`src/rtl/ram_sdp_stream_pkg.sv`:
```
// Shared types and helpers for the ram_sdp_stream block.
package ram_sdp_stream_pkg;

  typedef enum logic {
    COLL_WRITE_FIRST,
    COLL_READ_FIRST
  } coll_mode_e;

  typedef enum logic {
    ST_INIT,
    ST_RUN
  } state_e;

  localparam int unsigned MAX_READ_LATENCY = 8;
  localparam int unsigned PARITY_MAX_WIDTH = 64;

  // Even parity bit: stored bit makes the lane plus parity hold an even number of ones.
  function automatic logic even_parity(input logic [PARITY_MAX_WIDTH-1:0] d);
    return ^d;
  endfunction

endpackage

```
`src/rtl/ram_sdp_stream_fifo.sv`:
```
// Response buffer for ram_sdp_stream: small synchronous FIFO, any depth >= 2,
// combinational head read. Overflow is prevented upstream by the credit counter.
module ram_sdp_stream_fifo #(
  parameter int unsigned DEPTH = 3,
  parameter int unsigned WIDTH = 32,
  localparam int unsigned PTRW = $clog2(DEPTH),
  localparam int unsigned CNTW = $clog2(DEPTH + 1)
) (
  input  logic             clk_i,
  input  logic             arstn_i,
  input  logic             push_i,
  input  logic [WIDTH-1:0] data_i,
  input  logic             pop_i,
  output logic [WIDTH-1:0] data_o,
  output logic             full_o,
  output logic             empty_o
);

  logic [WIDTH-1:0] mem_q [DEPTH];
  logic [PTRW-1:0]  wptr_q, wptr_d;
  logic [PTRW-1:0]  rptr_q, rptr_d;
  logic [CNTW-1:0]  cnt_q, cnt_d;

  always_comb begin
    wptr_d = wptr_q;
    rptr_d = rptr_q;
    cnt_d  = cnt_q;
    if (push_i) begin
      wptr_d = (wptr_q == PTRW'(DEPTH - 1)) ? '0 : wptr_q + PTRW'(1);
    end
    if (pop_i) begin
      rptr_d = (rptr_q == PTRW'(DEPTH - 1)) ? '0 : rptr_q + PTRW'(1);
    end
    unique case ({push_i, pop_i})
      2'b10:   cnt_d = cnt_q + CNTW'(1);
      2'b01:   cnt_d = cnt_q - CNTW'(1);
      default: cnt_d = cnt_q;
    endcase
  end

  always_ff @(posedge clk_i or negedge arstn_i) begin
    if (!arstn_i) begin
      wptr_q <= '0;
      rptr_q <= '0;
      cnt_q  <= '0;
    end else begin
      wptr_q <= wptr_d;
      rptr_q <= rptr_d;
      cnt_q  <= cnt_d;
    end
  end

  always_ff @(posedge clk_i) begin
    if (push_i) begin
      mem_q[wptr_q] <= data_i;
    end
  end

  assign data_o  = mem_q[rptr_q];
  assign full_o  = (cnt_q == CNTW'(DEPTH));
  assign empty_o = (cnt_q == '0);

endmodule

```
`src/rtl/ram_sdp_stream.sv`:
```
// Simple-dual-port byte-write RAM with a credit-protected valid/ready read stream.
// Optional per-lane even parity storage and checking: define RAM_SDP_STREAM_PARITY_EN.
module ram_sdp_stream
  import ram_sdp_stream_pkg::*;
#(
  parameter int unsigned MEM_DEPTH    = 64,
  parameter int unsigned BYTE_WIDTH   = 8,
  parameter int unsigned BYTE_NUM     = 4,
  parameter int unsigned MEM_WIDTH    = BYTE_WIDTH * BYTE_NUM,
  parameter int unsigned READ_LATENCY = 2,
  parameter string       COLL_MODE    = "write_first",
  parameter int unsigned INIT_CLEAR   = 1,
  parameter string       RAM_STYLE    = "block"
) (
  input  logic                         clk_i,
  input  logic                         arstn_i,
  input  logic                         wr_en_i,
  input  logic [BYTE_NUM-1:0]          wr_be_i,
  input  logic [$clog2(MEM_DEPTH)-1:0] wr_addr_i,
  input  logic [MEM_WIDTH-1:0]         wr_data_i,
  output logic                         wr_ready_o,
  input  logic                         rd_req_valid_i,
  output logic                         rd_req_ready_o,
  input  logic [$clog2(MEM_DEPTH)-1:0] rd_addr_i,
  output logic                         rd_valid_o,
  input  logic                         rd_ready_i,
  output logic [MEM_WIDTH-1:0]         rd_data_o,
  output logic                         init_done_o
`ifdef RAM_SDP_STREAM_PARITY_EN
  ,
  output logic [BYTE_NUM-1:0]          rd_perr_o
`endif
);

  localparam int unsigned AW        = $clog2(MEM_DEPTH);
  localparam int unsigned OUT_DEPTH = READ_LATENCY + 1;
  localparam int unsigned CW        = $clog2(OUT_DEPTH + 1);
  localparam coll_mode_e  COLL      = (COLL_MODE == "read_first") ? COLL_READ_FIRST
                                                                  : COLL_WRITE_FIRST;
`ifdef RAM_SDP_STREAM_PARITY_EN
  localparam int unsigned PW = MEM_WIDTH + BYTE_NUM;
`else
  localparam int unsigned PW = MEM_WIDTH;
`endif

  if (MEM_WIDTH != BYTE_WIDTH * BYTE_NUM) begin : g_chk_width
    $error("MEM_WIDTH must equal BYTE_WIDTH*BYTE_NUM");
  end
  if (MEM_DEPTH < 2 || (MEM_DEPTH & (MEM_DEPTH - 1)) != 0) begin : g_chk_depth
    $error("MEM_DEPTH must be a power of two >= 2");
  end
  if (READ_LATENCY < 1 || READ_LATENCY > MAX_READ_LATENCY) begin : g_chk_lat
    $error("READ_LATENCY out of range 1..8");
  end
  if (COLL_MODE != "write_first" && COLL_MODE != "read_first") begin : g_chk_coll
    $error("COLL_MODE must be \"write_first\" or \"read_first\"");
  end
  if (RAM_STYLE == "") begin : g_chk_style
    $error("RAM_STYLE must not be empty");
  end

  (* ram_style = RAM_STYLE *) logic [MEM_WIDTH-1:0] mem_q [MEM_DEPTH];
`ifdef RAM_SDP_STREAM_PARITY_EN
  logic [BYTE_NUM-1:0] par_q [MEM_DEPTH];
`endif

  state_e              state_q;
  logic [AW-1:0]       clr_addr_q;
  logic                init_done_q;
  logic [CW-1:0]       credits_q, credits_d;
  logic [READ_LATENCY-1:0] pvld_q;
  logic [PW-1:0]       pipe_q [READ_LATENCY];

  logic                wr_fire, rd_fire, pop;
  logic                ram_we;
  logic [BYTE_NUM-1:0] ram_be;
  logic [AW-1:0]       ram_addr;
  logic [MEM_WIDTH-1:0] ram_wdata;
  logic [MEM_WIDTH-1:0] rd_word;
  logic [PW-1:0]       pipe_in;
  logic [PW-1:0]       fifo_din, fifo_dout;
  logic                fifo_full, fifo_empty;

  assign init_done_o    = init_done_q;
  assign wr_ready_o     = init_done_q;
  assign rd_req_ready_o = init_done_q & (credits_q != '0);
  assign wr_fire        = wr_en_i & init_done_q;
  assign rd_fire        = rd_req_valid_i & rd_req_ready_o;
  assign rd_valid_o     = ~fifo_empty;
  assign pop            = rd_valid_o & rd_ready_i;

  // Clear sweep: INIT writes one zero word per cycle, done flag follows RUN by a cycle.
  always_ff @(posedge clk_i or negedge arstn_i) begin
    if (!arstn_i) begin
      state_q     <= ST_INIT;
      clr_addr_q  <= '0;
      init_done_q <= 1'b0;
    end else begin
      unique case (state_q)
        ST_INIT: begin
          if (INIT_CLEAR == 0) begin
            state_q     <= ST_RUN;
            init_done_q <= 1'b1;
          end else begin
            clr_addr_q <= clr_addr_q + AW'(1);
            if (clr_addr_q == AW'(MEM_DEPTH - 1)) begin
              state_q <= ST_RUN;
            end
          end
        end
        ST_RUN: init_done_q <= 1'b1;
        default: state_q <= ST_INIT;
      endcase
    end
  end

  always_comb begin
    ram_we    = wr_fire;
    ram_be    = wr_be_i;
    ram_addr  = wr_addr_i;
    ram_wdata = wr_data_i;
    if (state_q == ST_INIT && INIT_CLEAR != 0) begin
      ram_we    = 1'b1;
      ram_be    = '1;
      ram_addr  = clr_addr_q;
      ram_wdata = '0;
    end
  end

  always_ff @(posedge clk_i) begin
    if (ram_we) begin
      for (int unsigned b = 0; b < BYTE_NUM; b++) begin
        if (ram_be[b]) begin
          mem_q[ram_addr][b*BYTE_WIDTH +: BYTE_WIDTH] <= ram_wdata[b*BYTE_WIDTH +: BYTE_WIDTH];
`ifdef RAM_SDP_STREAM_PARITY_EN
          par_q[ram_addr][b] <=
            even_parity(PARITY_MAX_WIDTH'(ram_wdata[b*BYTE_WIDTH +: BYTE_WIDTH]));
`endif
        end
      end
    end
  end

  // Write-first bypass merges only the enabled lanes of a same-address write.
  always_comb begin
    rd_word = mem_q[rd_addr_i];
`ifdef RAM_SDP_STREAM_PARITY_EN
    pipe_in = {par_q[rd_addr_i], mem_q[rd_addr_i]};
`else
    pipe_in = mem_q[rd_addr_i];
`endif
    if (COLL == COLL_WRITE_FIRST && wr_fire && (wr_addr_i == rd_addr_i)) begin
      for (int unsigned b = 0; b < BYTE_NUM; b++) begin
        if (wr_be_i[b]) begin
          rd_word[b*BYTE_WIDTH +: BYTE_WIDTH] = wr_data_i[b*BYTE_WIDTH +: BYTE_WIDTH];
`ifdef RAM_SDP_STREAM_PARITY_EN
          pipe_in[MEM_WIDTH+b] =
            even_parity(PARITY_MAX_WIDTH'(wr_data_i[b*BYTE_WIDTH +: BYTE_WIDTH]));
`endif
        end
      end
    end
    pipe_in[MEM_WIDTH-1:0] = rd_word;
  end

  always_ff @(posedge clk_i or negedge arstn_i) begin
    if (!arstn_i) begin
      pvld_q <= '0;
    end else begin
      pvld_q[0] <= rd_fire;
      for (int unsigned i = 1; i < READ_LATENCY; i++) begin
        pvld_q[i] <= pvld_q[i-1];
      end
    end
  end

  always_ff @(posedge clk_i) begin
    pipe_q[0] <= pipe_in;
    for (int unsigned i = 1; i < READ_LATENCY; i++) begin
      pipe_q[i] <= pipe_q[i-1];
    end
  end

`ifdef RAM_SDP_STREAM_PARITY_EN
  always_comb begin
    fifo_din = pipe_q[READ_LATENCY-1];
    for (int unsigned b = 0; b < BYTE_NUM; b++) begin
      fifo_din[MEM_WIDTH+b] = pipe_q[READ_LATENCY-1][MEM_WIDTH+b] ^
        even_parity(PARITY_MAX_WIDTH'(pipe_q[READ_LATENCY-1][b*BYTE_WIDTH +: BYTE_WIDTH]));
    end
  end
  assign rd_perr_o = fifo_empty ? '0 : fifo_dout[PW-1:MEM_WIDTH];
`else
  assign fifo_din = pipe_q[READ_LATENCY-1];
`endif

  assign rd_data_o = fifo_empty ? '0 : fifo_dout[MEM_WIDTH-1:0];

  always_comb begin
    credits_d = credits_q;
    unique case ({rd_fire, pop})
      2'b10:   credits_d = credits_q - CW'(1);
      2'b01:   credits_d = credits_q + CW'(1);
      default: credits_d = credits_q;
    endcase
  end

  always_ff @(posedge clk_i or negedge arstn_i) begin
    if (!arstn_i) begin
      credits_q <= CW'(OUT_DEPTH);
    end else begin
      credits_q <= credits_d;
    end
  end

  ram_sdp_stream_fifo #(
    .DEPTH (OUT_DEPTH),
    .WIDTH (PW)
  ) u_fifo (
    .clk_i   (clk_i),
    .arstn_i (arstn_i),
    .push_i  (pvld_q[READ_LATENCY-1]),
    .data_i  (fifo_din),
    .pop_i   (pop),
    .data_o  (fifo_dout),
    .full_o  (fifo_full),
    .empty_o (fifo_empty)
  );

  a_no_overflow: assert property (@(posedge clk_i) disable iff (!arstn_i)
    !(pvld_q[READ_LATENCY-1] && fifo_full && !pop));

endmodule

```
`config.mk`:
```
export PLATFORM = sky130hd
export DESIGN_NAME = ram_sdp_stream
export DESIGN_NICKNAME = d
export VERILOG_FILES = /design/src/rtl/ram_sdp_stream_pkg.sv /design/src/rtl/ram_sdp_stream_fifo.sv /design/src/rtl/ram_sdp_stream.sv
export SDC_FILE = /design/constraint.sdc
export NUM_CORES = 2
export LEC_CHECK = 0
export ABC_AREA = 0
export BUFFER_PORTS_ARGS = -buffer_cell sky130_fd_sc_hd__buf_4
export CORE_ASPECT_RATIO = 1.2
export CORE_UTILIZATION = 25
export DETAILED_ROUTE_END_ITERATION = 7
export GPL_TIMING_DRIVEN = 0
export PLACE_DENSITY = 0.43
export SYNTH_ARGS = -nofsm -noshare
export SYNTH_HDL_FRONTEND = slang
export SYNTH_SLANG_ARGS = --single-unit
```
`constraint.sdc`:
```
create_clock -name clk_i -period 3.85 [get_ports clk_i]
set_input_delay 0.385 -clock clk_i [delete_from_list [all_inputs] [get_ports clk_i]]
set_output_delay 0.385 -clock clk_i [all_outputs]
set_load 0.03 [all_outputs]
```
Word level (Yosys, flattened, before mapping)
Memory sizes are Yosys's and may differ from the RTL's.
Index checks and enable logic that the tools add are counted.

storage, ports and cells
  memories kept = 3
  logic and storage cells = 66
  bits in latches = 0
  register bits after elaboration = 18
  bits in read-only memories = 0
  memory bits (writable) = 2208

memory list
  memory        depth  width  rd ports  clocked after memory_dff  write ports  RTL line                   text
  mem_q         64     32     1         0                         1            ram_sdp_stream.sv:62       (* ram_style = RAM_STYLE *) logic [MEM_WIDTH-1:0] mem_q [MEM_DEPTH];
  u_fifo.mem_q  3      32     1         0                         1            ram_sdp_stream_fifo.sv:19  logic [WIDTH-1:0] mem_q [DEPTH];
  pipe_q        2      32     2         0                         2            ram_sdp_stream.sv:72       logic [PW-1:0] pipe_q [READ_LATENCY];

cells by class
  $lt $le $gt $ge = 0
  bitwise operators = 5
  $mul = 0
  div/mod/pow operators = 0
  shift-type cells = 0
  equal/unequal tests = 8
  reduce and logical (&&, ||, !) cells = 5
  muxes and demuxes = 30
  add/sub/neg operators = 7

operators by type and width
  operator                                                               count
  32-bit 2-to-1 mux                                                      3
  8-bit 2-to-1 mux                                                       4
  1-bit 2-to-1 mux                                                       17
  2-bit by 1-bit adder with 2-bit output, second input constant          4
  2-bit equality test, second input constant                             4
  2-bit one-hot mux with 2 select lines                                  2
  6-bit by 1-bit adder with 6-bit output, second input constant          1
  6-bit equality test                                                    1
  6-bit equality test, second input constant                             1
  6-bit 2-to-1 mux                                                       1
  2-bit nonzero test                                                     3
  1-bit bitwise AND                                                      4
  2-bit by 1-bit equality test with 1-bit output, second input constant  2
  2-bit 2-to-1 mux                                                       2
  4-bit 2-to-1 mux                                                       1
  2-bit by 1-bit subtractor with 2-bit output, second input constant     2
  2-bit zero test                                                        1
  1-bit logical AND                                                      1
  1-bit NOT                                                              1

Depth between registers and ports, before layout
  depth after elaboration = 5
  depth in mapped cells = 11
  depth with buffers taken out = 8

Modules after synthesis
From an unflattened synthesis, not the netlist that was laid out.

unflattened totals
  cell total of the unflattened synthesis = 4325
  area, all modules = 86208.9 µm²

modules (own cells, without submodules)
  module               times used  area each (µm²)  cells each
  ram_sdp_stream       1           82361.5          4097
  ram_sdp_stream_fifo  1           3847.4           228

Least setup slack after synthesis
Ideal clock, no wire load.

  kind = register -> register
  from = register u_fifo.wptr_q[0]
  to = memory u_fifo.mem_q[2][0], enable pin
  cell stages (with the launch flop) = 2
  period minus slack after synthesis = 3.269 ns
  path buffers = 0
  arrival = 2.801 ns
  slack = 0.581 ns
  cell sequence = dfrtp_1 -> nor3b_1

RTL lines
  element                   RTL line                   text
  start: declaration        ram_sdp_stream_fifo.sv:20  logic [PTRW-1:0] wptr_q, wptr_d;
  start signal: assignment  ram_sdp_stream_fifo.sv:47  wptr_q <= wptr_d;
  end: declaration          ram_sdp_stream_fifo.sv:19

Straight into the memory's write port.

Worst setup path after layout
  from = register init_done_q, in the netlist init_done_o
  to = memory mem_q[14][31] in the netlist's numbering, enable pin

on the way
  cells in the longest elaborated chain, start to end = 4

RTL lines
  element                                 RTL line               text
  start: declaration                      ram_sdp_stream.sv:69   logic init_done_q;
  start signal: assignment                ram_sdp_stream.sv:97   init_done_q <= 1'b0;
  start signal: assignment                ram_sdp_stream.sv:103  init_done_q <= 1'b1;
  start signal: assignment                ram_sdp_stream.sv:111  ST_RUN: init_done_q <= 1'b1;
  1-bit bitwise AND                       ram_sdp_stream.sv:87   assign wr_fire = wr_en_i & init_done_q;
  1-bit 2-to-1 mux                        ram_sdp_stream.sv:122  if (state_q == ST_INIT && INIT_CLEAR != 0) begin
  1-bit 2-to-1 mux                        ram_sdp_stream.sv:131  if (ram_we) begin
  1-bit 2-to-1 mux (not written as such)  ram_sdp_stream.sv:134  mem_q[ram_addr][b*BYTE_WIDTH +: BYTE_WIDTH] <= ram_wdata[b*BYTE_WIDTH +: BYTE_WIDTH];
  end: declaration                        ram_sdp_stream.sv:62

No other way between the ends.

==> impl_metrics.json <==
{
  "status": "complete, but fails checks",
  "violations": "max-capacitance violations, max-slew violations, negative setup slack",
  "synth.distinct_cells": 65,
  "postSynth.asyncResetShare_pct": 0.809,
  "num-fill-cells": 33400,
  "drive_above_1_share_pct": 28.2,
  "firstDrtPassIters": 6,
  "dp_hpwl_mm": 253,
  "drt_iter0_drc": 6468,
  "r2r_slack_ns": -0.34,
  "cts_made_buffers": 233,
  "min_period_over_period_pct": 109,
  "worstMarginPinSlew_ns": 1.72,
  "core_mm2": 0.342,
  "vias": 48500,
  "start_util_pct": 25.2,
  "cp_num_buf_inv": 0,
  "grt_start_max_net_pins": 56,
  "critPathRequiredTime_ns": 4.37,
  "crit_fanout": 9,
  "cts_tree": "built",
  "place_ws_ns": -1.68,
  "seq_area_mm2": 0.0661,
  "syn_nets": 4336,
  "grt_pass1_vias": 47500,
  "cts_num_sinks": 2226,
  "ys_ff_latch": 2226,
  "gp_congestion": 0.963,
  "relSlewSlack_pct": -14.9,
  "final_cell_mix": "2144 x edfxtp_1, 453 x mux4_2, 234 x clkbuf_16, 209 x mux2i_1, 174 x nor2_1",
  "report.final.slew_viol_count": 142,
  "p_leak_nw": 26.7,
  "p_per_area_mw_per_mm2": 512,
  "mostFrequentLayoutCell": "edfxtp_1",
  "path_cells": "nand3_1, nand2_1, nand3_1, nor2_2",
  "vias_per_cell": 5.15,
  "synth_cells": 4280,
  "rsz0062_at_grt": "true",
  "netlist_area_mm2": 0.0861,
  "grt_remaining_overflow": 0,
  "antenna_found_initial": 48,
  "cap_viol_max_count": 13,
  "wl_per_cell_um": 39.6,
  "grtUsageTotal_pct": 21.2,
  "ant_nets": 0,
  "cp-start-kind": "flop",
  "clock.fmax_mhz": 238,
  "syn_area_per_cell_um2": 20.1,
  "critPathArrivalTime_ns": 4.72,
  "nets": 4767,
  "synth_flop_cell": "edfxtp_1",
  "path_clk_slew_ns": 0.07,
  "ir_worst_vdd_mv": 0.404,
  "syn_to_final_growth_pct": 18.3,
  "critical-path-top-delay-family": "simple AND/OR/NAND/NOR gates",
  "yosysSeqAreaShare_pct": 76.8,
  "clk_latency_ns": 0.91,
  "yosysWarnings": 0,
  "route.detailed.drc": 0,
  "grt_pass1_wl_mm": 479,
  "synth_enable_flop_cells": 2144,
  "cp-end-kind": "flop",
  "die_y_um": 645,
  "setup_ws_ns": -0.343,
  "fin_skew_ns": 0.0487,
  "multi_input_area_mm2": 0.0192,
  "die_area_mm2": 0.347,
  "num_io_pins": 89,
  "cpMaxStageDelayCell": "dfrtp_1",
  "synth_top_area_share_pct": 74.8,
  "clockBufferDepth": 4,
  "hold_viol_final": 0,
  "hold_path.class": "in2reg",
  "crit_type": "reg2reg",
  "routed_wirelength_mm": 373,
  "cts-root-buf": "clkbuf_16",
  "slowest_delay_ns": 1.05,
  "cts_htree_levels": 4,
  "synth_top_cell_by_area": "edfxtp_1",
  "rows": 235,
  "die_x_um": 538,
  "hold_slack_ns": 0.142,
  "synthTopCellsByArea": "edfxtp_1 75%, mux4_2 12%, mux2i_1 2.4%, nor2_1 1.6%, dfxtp_1 1.5%",
  "fin_crit_ns": 4.19,
  "io_buffers": 82,
  "setup_viol": 589,
  "cp_common_cell": "nand3_1"
}
timing repair:
item | CTS | global route
buffers inserted | 10 | 18
hold buffers | 27 | 4
resized for setup | 158 | 80
endpoints found under the hold margin | 58 | 4
pin swaps | 9 | 21
endpoints found under the setup margin | 1636 | 1268
per-stage QoR:
stage / cells / utilization (%) / TNS (ns) / total power (W) / cell area [um^2]
finish: 9409 / 29.8 / -59.72 / 0.0521 / 102000
floorplan: 4280 / - / 0 / 0.0286 / 86100
global placement: 8865 / 27.0 / -2583.35 / 0.0305 / 92400
CTS: 9370 / 29.6 / -74.82 / 0.0524 / 101000
detailed placement: 8919 / 27.3 / -307.72 / 0.0305 / 93400
global route: 9398 / 29.8 / -7.35 / 0.0533 / 102000
routing by layer:
layer	global-route usage (%)	share of wire, %	up-vias
li1	-	-	18400
met1	25.7	37	26300
met2	33.5	46	2909
met3	5.83	9.8	797
met4	12.5	6.9	16
met5	0	0.068	-
area by class of cell:
| cell class | instances | area share, % |
|---|---|---|
| buffer | 242 | 1.50 |
| timing repair buffer | 197 | 2.09 |
| tap | 4503 | 5.53 |
| antenna | 15 | 0.0368 |
| inverter | 8 | 0.0295 |
| sequential | 2226 | 64.9 |
| clock inverter | 122 | 1.04 |
| multi-input combinational | 1803 | 18.9 |
| clock buffer | 293 | 6.00 |
cells in the mapped netlist, drive strengths merged, types with 30 or more instances:
master     n
a211oi    38
a21oi     92
a22oi     92
and2      42
buf      169
clkbuf    74
dfxtp     64
edfxtp  2144
mux2i    209
mux4     453
nand2    157
nand3     32
nor2     364
nor2b     30
o22ai     63
power breakdown:
group | switching, W | internal [W] | leakage [nW] | total (W)
combinational | 0.00272 | 0.00103 | 7.34 | 0.00376
sequential | 0.0000608 | 0.0263 | 15.9 | 0.0263
clock | 0.00976 | 0.0123 | 3.51 | 0.0221
total | 0.0125 | 0.0396 | 26.7 | 0.0521
path summary, 6_finish.rpt:
path / startpoint / endpoint / cells after the start
hold reg to reg: pipe_q[0][2] / pipe_q[0][34] / 0
max in group asynchronous: arstn_i / clr_addr_q[3] / 4
setup reg to reg: init_done_o / mem_q[14][31] / 4
setup / recovery: init_done_o / mem_q[14][31] / 4
hold / removal: wr_data_i[10] / mem_q[32][10] / 2
min in group asynchronous: arstn_i / u_fifo.wptr_q[1] / 4
logic make-up (layout without fill, tap and decap cells):
family | after synthesis | in the layout | share of synthesized area (%)
flops | 2226 | 2226 | 76.8
simple gates | 690 | 690 | 3.46
mux | 679 | 679 | 14.5
compound gates | 414 | 414 | 3.27
buf+inv | 251 | 862 | 1.77
xor+xnor | 17 | 17 | 0.173
fa+ha+maj | 3 | 3 | 0.0436
other cells | 0 | 15 | 0
worst reg2reg max path: cells and delay by family, from the launching register on:
family	cells	cell delay, ns
AND/OR/NAND/NOR	4	2.75
flip-flops	1	1.05
flip-flops by register name (all words and copies together), names as in the netlist, 2 cells and up:
| signal | cells |
|---|---|
| mem_q | 2048 |
| u_fifo.mem_q | 96 |
| pipe_q | 64 |
| clr_addr_q | 6 |
| credits_q | 2 |
| pvld_q | 2 |
| u_fifo.cnt_q | 2 |
| u_fifo.rptr_q | 2 |
| u_fifo.wptr_q | 2 |
No activity file was read; power rests on OpenSTA's default activity.
